### src/rtl/alu_pkg.sv
// Shared definitions for the ALU arbiter: opcode constants, FSM states and
// a round-robin pointer helper.
package alu_pkg;

  localparam logic [2:0] ALU_OP_ADD = 3'd0;
  localparam logic [2:0] ALU_OP_SUB = 3'd1;
  localparam logic [2:0] ALU_OP_AND = 3'd2;
  localparam logic [2:0] ALU_OP_OR  = 3'd3;
  localparam logic [2:0] ALU_OP_XOR = 3'd4;

  typedef enum logic [1:0] {
    IDLE,
    EXEC,
    RESP
  } state_t;

  // Pointer position just past idx, wrapping at n.
  function automatic int unsigned next_ptr(input int unsigned idx, input int unsigned n);
    return (idx + 1 >= n) ? 0 : idx + 1;
  endfunction

endpackage

### src/rtl/rr_arbiter.sv
// Combinational round-robin arbiter: grants the first set request bit found
// scanning upward from ptr with wrap-around.
module rr_arbiter #(
  parameter int unsigned NUM_REQ = 4
) (
  input  logic [NUM_REQ-1:0]         req,
  input  logic [$clog2(NUM_REQ)-1:0] ptr,
  output logic [NUM_REQ-1:0]         gnt,
  output logic [$clog2(NUM_REQ)-1:0] idx
);

  localparam int unsigned IDX_W = $clog2(NUM_REQ);

  logic [IDX_W-1:0] cand;
  logic             found;

  always_comb begin
    gnt   = '0;
    idx   = '0;
    cand  = '0;
    found = 1'b0;
    for (int unsigned i = 0; i < NUM_REQ; i++) begin
      cand = IDX_W'((32'(ptr) + i) % NUM_REQ);
      if (!found && req[cand]) begin
        found     = 1'b1;
        gnt[cand] = 1'b1;
        idx       = cand;
      end
    end
  end

endmodule

### src/rtl/alu_arbiter.sv
// Shares one combinational ALU among NUM_REQ requesters: round-robin grant,
// registered ALU operands, captured result returned over a response handshake.
module alu_arbiter
  import alu_pkg::*;
#(
  parameter int unsigned NUM_REQ = 4,
  parameter int unsigned WIDTH   = 8,
  parameter int unsigned OP_W    = 3,
  parameter int unsigned RES_W   = 8
) (
  input  logic                     Clock,
  input  logic                     Reset,
  input  logic [NUM_REQ-1:0]       Req_Valid,
  output logic [NUM_REQ-1:0]       Req_Ready,
  input  logic [NUM_REQ*WIDTH-1:0] Req_Operand1,
  input  logic [NUM_REQ*WIDTH-1:0] Req_Operand2,
  input  logic [NUM_REQ*OP_W-1:0]  Req_OpCode,
  output logic [NUM_REQ-1:0]       Rsp_Valid,
  input  logic [NUM_REQ-1:0]       Rsp_Ready,
  output logic [RES_W-1:0]         Rsp_Result,
  output logic [WIDTH-1:0]         Operand1,
  output logic [WIDTH-1:0]         Operand2,
  output logic [OP_W-1:0]          OpCode,
  input  logic [RES_W-1:0]         Result,
  output logic                     Busy
);

  localparam int unsigned IDX_W = $clog2(NUM_REQ);

  state_t             state_q, state_d;
  logic [IDX_W-1:0]   ptr_q, ptr_d;
  logic [IDX_W-1:0]   grant_q, grant_d;
  logic [WIDTH-1:0]   op1_q, op1_d;
  logic [WIDTH-1:0]   op2_q, op2_d;
  logic [OP_W-1:0]    opc_q, opc_d;
  logic [RES_W-1:0]   res_q, res_d;

  logic [NUM_REQ-1:0] arb_gnt;
  logic [IDX_W-1:0]   arb_idx;

  rr_arbiter #(
    .NUM_REQ (NUM_REQ)
  ) u_rr_arbiter (
    .req (Req_Valid),
    .ptr (ptr_q),
    .gnt (arb_gnt),
    .idx (arb_idx)
  );

  always_comb begin
    state_d   = state_q;
    ptr_d     = ptr_q;
    grant_d   = grant_q;
    op1_d     = op1_q;
    op2_d     = op2_q;
    opc_d     = opc_q;
    res_d     = res_q;
    Req_Ready = '0;
    Rsp_Valid = '0;
    unique case (state_q)
      IDLE: begin
        // Ready follows the arbiter grant, so any valid request handshakes now.
        if (|Req_Valid) begin
          Req_Ready = arb_gnt;
          op1_d     = Req_Operand1[arb_idx*WIDTH +: WIDTH];
          op2_d     = Req_Operand2[arb_idx*WIDTH +: WIDTH];
          opc_d     = Req_OpCode[arb_idx*OP_W +: OP_W];
          grant_d   = arb_idx;
          ptr_d     = IDX_W'(next_ptr(32'(arb_idx), NUM_REQ));
          state_d   = EXEC;
        end
      end
      EXEC: begin
        res_d   = Result;
        state_d = RESP;
      end
      RESP: begin
        Rsp_Valid = NUM_REQ'(1) << grant_q;
        if (Rsp_Ready[grant_q]) begin
          state_d = IDLE;
        end
      end
      default: state_d = IDLE;
    endcase
  end

  always_ff @(posedge Clock or posedge Reset) begin
    if (Reset) begin
      state_q <= IDLE;
      ptr_q   <= '0;
      grant_q <= '0;
      op1_q   <= '0;
      op2_q   <= '0;
      opc_q   <= '0;
      res_q   <= '0;
    end else begin
      state_q <= state_d;
      ptr_q   <= ptr_d;
      grant_q <= grant_d;
      op1_q   <= op1_d;
      op2_q   <= op2_d;
      opc_q   <= opc_d;
      res_q   <= res_d;
    end
  end

  assign Operand1   = op1_q;
  assign Operand2   = op2_q;
  assign OpCode     = opc_q;
  assign Rsp_Result = res_q;
  assign Busy       = (state_q != IDLE);

endmodule
### config.mk
export PLATFORM = sky130hd
export DESIGN_NAME = alu_arbiter
export DESIGN_NICKNAME = d
export VERILOG_FILES = /design/src/rtl/alu_pkg.sv /design/src/rtl/rr_arbiter.sv /design/src/rtl/alu_arbiter.sv
export SDC_FILE = /design/constraint.sdc
export NUM_CORES = 1
export LEC_CHECK = 0
export ABC_CLOCK_PERIOD_IN_PS = 4700
export CAP_MARGIN = 5
export CORE_MARGIN = 2
export CORE_UTILIZATION = 42
export CTS_CLUSTER_DIAMETER = 40
export DETAILED_ROUTE_END_ITERATION = 8
export MAX_ROUTING_LAYER = met4
export PLACE_DENSITY_LB_ADDON = 0.08
export SLEW_MARGIN = 10
export SYNTH_ARGS = -nofsm -noshare
export SYNTH_HDL_FRONTEND = slang
export SYNTH_SLANG_ARGS = --single-unit
### constraint.sdc
create_clock -name Clock -period 4.7 [get_ports Clock]
set_clock_uncertainty 0.05 [all_clocks]
set_input_delay 1.41 -clock Clock [delete_from_list [all_inputs] [get_ports Clock]]
set_output_delay 1.41 -clock Clock [all_outputs]
set_load 0.005 [all_outputs]
==> out/results.ini, run 1 <==
[run_status]
status = completed

[place]
port_buffers = 129
dp_cells = 474
gp_congestion = 0.828
dp_slack_ns = -0.346
dp_hpwl_um = 5950

[drt]
antenna_left = 0
drt_iter0_markers = 116
firstDrtPassIters = 4
drc = 0
viasPerCell = 5.52
wl_per_cell_um = 16.6
vias = 2661
wirelength_um = 8010

[critical_path]
cp-endpoint = Req_Ready[2]
slowest_delay_ns = 0.52
crit_arrival_ns = 3.10
worst_setup_path_end_kind = output port
crit_path_start = Req_Valid[3]
start_kind = input port
worstPathCellList = dlygate4sd2_1 -> mux4_2 -> buf_4 -> a22o_1 -> mux2i_1 -> a21oi_1 -> dlygate4sd2_1
crit_fanout = 6
reg2reg_to = Operand2[6]
slowest_stage = mux4_2
worstPathRequired_ns = 3.24
r2r-start = ptr_q[0]
cpMostUsedCell = dlygate4sd2_1
rr_worst_depth = 10
worstSetupPathType = input port to output port
rrSetupSlack_ns = 1.44

[clocking]
clock_path_buffers = 2
cts_root_buffer = clkbuf_8
clkTransAtPathRegs_ns = 0.08
clock_sinks = 33
cts_setup_buffers = 0
htree_levels = 2
cts_tree = built
cts_buffers = 5
clk_latency_ns = 0.29

[global_route]
grt_max_degree = 35
grt_usage = 0.236
grt_pass1_wl_um = 13300
grt_pass1_vias = 2768
antenna_found_initial = 0
overflow = 0

[synth]
ys_seq_area_frac = 0.299
yosysTopAreaCellShare = 0.299
ys_async_sr_fraction = 1.00
synthDistinctLibCells = 39
synth_area_leader_cell = dfrtp_1
synth_fp_nets = 369
ys_warn_count = 0
syn_area_mm2 = 0.00277
postSynthAreaPerCell_um2 = 10.4
synth_edf_count = 0
yosys-top-cells-area = dfrtp_1 (30%), mux2i_1 (9.4%), a211oi_2 (8.6%), mux2_2 (7.3%), a22o_1 (7.3%)
ys.flop_type = dfrtp_1
synthCells = 267
synth_seq_cells = 33

[timing]
whs_ns = 0.458
worstMarginPinSlew_ns = 1.05
fmax_mhz = 219
hold_viol_final = 0
maxSlewHeadroom = 0.301
final.period_utilization = 0.971
worst_slack_ns = 0.137
finalSetupViolations = 0
period_needed_ns = 4.56
drv_slew = 0
rsz0062_at_grt = false

[pwr]
power.leakage_nw = 1.76
powerDensity_mw_per_mm2 = 653
peakVddDrop_uv = 397

[final_layout]
syn_to_final_growth_pct = 55.1
nFillCells = 543
multi_input_area_mm2 = 0.00178
final_cells = 482
layout.nets = 506
antenna_cells = 0
seq_area_um2 = 826
drive_above_1_share = 0.212

[die]
row_count = 29
die_h_um = 85.1
die_w_um = 85.1
ios = 130
initial_utilization = 0.435
core_area_mm2 = 0.00635
die-area_mm2 = 0.00725

[run]
maxCapViolations = 0

[min_path]
min-delay-path-class = register to register

registers in the layout, summed over array words and instances, names as in the netlist:
signal / cells
Operand1: 8
grant_q: 2
Operand2: 8
Rsp_Result: 8
OpCode: 3
state_q: 2
ptr_q: 2
placed cells by master, fill, tap and decap left out, types with 8 or more instances in the layout:
master	count
mux2_2	18
nor2_1	21
dfrtp_1	33
buf_4	25
a22o_1	23
clkdlybuf4s50_1	121
mux2_1	9
a211oi_1	19
nand2_1	12
mux2i_1	26
a211oi_2	19
ha_1	8
stage by stage:
stage	utilization	TNS (ns)	total power, mW	instance area [um^2]
floorplan	-	0	1.88	2770
global placement	0.662	-1.20	2.57	4210
detailed placement	0.662	-1.31	2.60	4210
CTS	0.675	0	2.82	4290
global route	0.675	0	3.02	4290
finish	0.675	0	2.80	4290
cells in the mapped netlist (6+ instances only):
cell type,instances
a211oi_2,19
a211oi_1,19
a21oi_1,7
inv_1,6
a22o_1,23
buf_2,7
mux2_1,9
ha_1,8
mux2_2,18
nor2_1,21
clkbuf_1,10
dfrtp_1,33
nand2_1,12
mux2i_1,26
critical path: cells and delay by family:
kind / cells / cell delay, ns
compound gates: 2 / 0.30
buf+inv: 3 / 0.73
mux: 2 / 0.66
worst min path at each step:
| stage | cells past startpoint | slack (ns) | endpoint | startpoint |
|---|---|---|---|---|
| 6_report | 1 | 0.46 | Rsp_Result[6] | Rsp_Result[6] |
| 5_1_grt | 1 | 0.48 | Rsp_Result[4] | Rsp_Result[4] |
| 4_1_cts | 1 | 0.46 | Rsp_Result[6] | Rsp_Result[6] |
| 3_5_place_dp | 1 | 0.44 | Rsp_Result[6] | Rsp_Result[6] |
| 3_3_place_gp | 1 | 0.43 | Rsp_Result[0] | Rsp_Result[0] |
| 2_1_floorplan | 1 | 0.45 | Rsp_Result[0] | Rsp_Result[0] |
routing by layer:
layer,wire (um),vias up,share of wire,track usage
met5,0,-,0,-
met4,144,0,0.018,0.0693
met3,371,13,0.046,0.0370
met2,4080,100,0.51,0.409
met1,3410,1263,0.43,0.283
li1,-,1285,-,-
power breakdown:
part / total, mW / internal, mW / switching, mW
logic: 2.06 / 1.07 / 0.981
clock network: 0.218 / 0.102 / 0.116
registers: 0.529 / 0.438 / 0.0910
logic make-up after synthesis:
logic type | count (synthesis) | synth area share
AOI/OAI and AO/OA | 84 | 0.273
buffers and inverters | 31 | 0.0615
DFF | 33 | 0.299
adders and majority gates | 8 | 0.0362
and+or+nand+nor | 53 | 0.0937
xor gates and xnor gates | 1 | 0.00317
muxes | 57 | 0.233
area by class of cell:
class | instances | area share
inverter | 7 | 0.00613
tap | 77 | 0.0225
timing repair buffer | 154 | 0.343
clock inverter | 3 | 0.00408
multi-input combinational | 203 | 0.415
sequential | 33 | 0.193
clock buffer | 5 | 0.0160
what timing repair did:
| action | 4_1_cts | 5_1_grt |
|---|---|---|
| endpoints found under the setup margin | 4 | 4 |
| hold buffers | 0 | 0 |
| hold endpoints to repair | 0 | 0 |
| pin swaps | 1 | 0 |
| resized for setup | 8 | 1 |
| cloned | 0 | 0 |
Power figures use the tool's default switching activity.
==> run 2, diff against run 1 <==
--- a/config.mk
+++ b/config.mk
@@ -7,7 +7,7 @@
 export LEC_CHECK = 0
 export ABC_CLOCK_PERIOD_IN_PS = 4700
 export CAP_MARGIN = 5
-export CORE_MARGIN = 2
+export CORE_MARGIN = 10
 export CORE_UTILIZATION = 42
 export CTS_CLUSTER_DIAMETER = 40
 export DETAILED_ROUTE_END_ITERATION = 8
==> run 2 against run 1 <==
Net effect: die area up 41%; sequential power shrank 2%; critical path depth rose by 1; first-iteration DRC count is 5.2% lower; global-route usage fell by 5.4 points; sequential share of layout area decreased by 0.14 points; core utilization grew 0.13 points; cell count grew 0.21%; hold slack worse by 0.0038 ns; count of clock-buffer cells in the layout unchanged; worst setup slack got worse by 0.018 ns; highest routed layer unchanged.
==> out/results.ini, run 2 (synthesis gave the netlist of run 1 again) <==
[critical_path]
slowest_delay_ns = 0.47  ; was 0.52 ns
worst_setup_path_end_kind = output port  ; unchanged
crit_fanout = 7  ; was 6
cpMostUsedCell = dlygate4sd2_1  ; unchanged
start_kind = input port  ; unchanged
worstPathRequired_ns = 3.24  ; about the same
crit_arrival_ns = 3.12  ; was 3.10 ns
worstPathCellList = dlygate4sd2_1 -> buf_4 -> mux4_2 -> and2_4 -> a22o_1 -> mux2i_1 -> a21oi_1 -> dlygate4sd2_1  ; was dlygate4sd2_1 -> mux4_2 -> buf_4 -> a22o_1 -> mux2i_1 -> a21oi_1 -> dlygate4sd2_1
slowest_stage = mux4_2  ; unchanged
worstSetupPathType = input port to output port  ; unchanged

[timing]
final.period_utilization = 0.975  ; was 0.971
worst_slack_ns = 0.119  ; was 0.137 ns
finalSetupViolations = 0  ; unchanged
maxSlewHeadroom = 0.320  ; was 0.301
rsz0062_at_grt = false  ; unchanged
fmax_mhz = 218  ; was 219 MHz
hold_viol_final = 0  ; unchanged
period_needed_ns = 4.58  ; was 4.56 ns
worstMarginPinSlew_ns = 1.02  ; was 1.05 ns
drv_slew = 0  ; unchanged

[drt]
firstDrtPassIters = 4  ; unchanged
drc = 0  ; unchanged
vias = 2650  ; was 2661
wirelength_um = 9130  ; was 8010 um
drt_iter0_markers = 110  ; was 116
viasPerCell = 5.49  ; was 5.52
wl_per_cell_um = 18.9  ; was 16.6 um
antenna_left = 0  ; unchanged

[pwr]
powerDensity_mw_per_mm2 = 658  ; was 653 mW/mm^2
peakVddDrop_uv = 457  ; was 397 uV
power.leakage_nw = 1.78  ; was 1.76 nW
total_power_mw = 2.84  ; was 2.80 mW

[clocking]
htree_levels = 2  ; unchanged
cts_buffers = 5  ; unchanged
cts_root_buffer = clkbuf_8  ; unchanged
clock_path_buffers = 2  ; unchanged
clkTransAtPathRegs_ns = 0.07  ; was 0.08 ns
cts_tree = built  ; unchanged
clk_latency_ns = 0.28  ; was 0.29 ns
clock_sinks = 33  ; unchanged

[die]
die_w_um = 101  ; was 85.1 um
initial_utilization = 0.433  ; was 0.435
core_area_mm2 = 0.00639  ; was 0.00635 mm^2
ios = 130  ; unchanged
die_h_um = 101  ; was 85.1 um
die-area_mm2 = 0.0102  ; was 0.00725 mm^2
row_count = 29  ; unchanged

[global_route]
grt_usage = 0.182  ; was 0.236
overflow = 0  ; unchanged
grt_pass1_vias = 2958  ; was 2768
grt_max_degree = 39  ; was 35
antenna_found_initial = 0  ; unchanged
grt_pass1_wl_um = 14700  ; was 13300 um

[final_layout]
antenna_cells = 0  ; unchanged
mostFrequentLayoutCells = clkdlybuf4s50_1 (121), dfrtp_1 (33), mux2i_1 (26)  ; unchanged
layout.nets = 507  ; was 506
drive_above_1_share = 0.214  ; was 0.212
layout_commonest_cell = clkdlybuf4s50_1  ; unchanged
nFillCells = 550  ; was 543
finish.utilization = 0.677  ; was 0.675
syn_to_final_growth_pct = 56.3  ; was 55.1%

[min_path]
min-delay-path-class = register to register  ; unchanged

[place]
dp_hpwl_um = 7130  ; was 5950 um
dp_slack_ns = -0.387  ; was -0.346 ns
gp_congestion = 0.849  ; was 0.828
port_buffers = 129  ; unchanged

[run_status]
status = completed  ; unchanged

[run]
maxCapViolations = 0  ; unchanged

[run 2: layout make-up]
class	count	area [um^2]	area share
inverters	7	26.3	0.00608
repair buffers	155	1510	0.348
clock inverters	3	17.5	0.00405
clock buffers	5	68.8	0.0159
multi-input cells	203	1780	0.412
flip-flops and latches	33	826	0.191
well taps	77	96.3	0.0223
[run 2: through the flow]
| step | std cells | hold WS, ns | TNS [ns] | cell area (um^2) |
|---|---|---|---|---|
| 2_1_floorplan | 267 | 0.454 | 0 | 2770 |
| 3_3_place_gp | 475 | 0.436 | -1.49 | 4240 |
| 3_5_place_dp | 475 | 0.441 | -1.47 | 4240 |
| 4_1_cts | 483 | 0.458 | 0 | 4320 |
| 5_1_grt | 483 | 0.472 | 0 | 4320 |
| 6_report | 483 | 0.454 | 0 | 4320 |
[run 2: final timing paths]
kind	startpoint	end	slack, ns	cells past startpoint
worst max-delay path	Req_Valid[0]	Req_Ready[1]	0.12	8
worst min-delay path	Rsp_Result[3]	Rsp_Result[3]	0.45	1
worst max register to register	ptr_q[0]	Operand1[3]	1.67	8
worst min register to register	Rsp_Result[3]	Rsp_Result[3]	0.45	1
max in group asynchronous	Reset	Operand2[7]	2.27	3
min in group asynchronous	Reset	state_q[0]	1.62	2
[run 2: worst max-delay path: cells and delay by family]
family | cells | cell delay, ns
muxes | 2 | 0.59
and+or+nand+nor | 1 | 0.17
AOI/OAI and AO/OA | 2 | 0.25
buffers and inverters | 3 | 0.70
[run 2: per-layer routing]
layer	track usage	up-vias	wire, um
li1	-	1285	-
met1	0.195	1279	3480
met3	0.0504	10	537
met5	-	-	0
met4	0.0536	0	165
met2	0.320	76	4940
[run 2: where the power goes]
group	total, mW	leakage (nW)	internal (mW)	switching [mW]
clock network	0.217	0.0439	0.102	0.115
registers	0.521	0.377	0.438	0.0831
logic	2.10	1.36	1.11	0.999
[run 2: repair_timing]
| action | CTS | global route |
|---|---|---|
| hold buffers | 0 | 0 |
| resized for setup | 8 | 1 |
| buffers inserted | 0 | 0 |
| endpoints found under the setup margin | 4 | 4 |
| pin swaps | 0 | 0 |
==> run 3, diff against run 2 <==
--- a/config.mk
+++ b/config.mk
@@ -5,6 +5,7 @@
 export SDC_FILE = /design/constraint.sdc
 export NUM_CORES = 1
 export LEC_CHECK = 0
+export ABC_AREA = 0
 export ABC_CLOCK_PERIOD_IN_PS = 4700
 export CAP_MARGIN = 5
 export CORE_MARGIN = 10
==> results of run 3 <==
The final DEF is identical to that of run 2; final timing and power are the same.
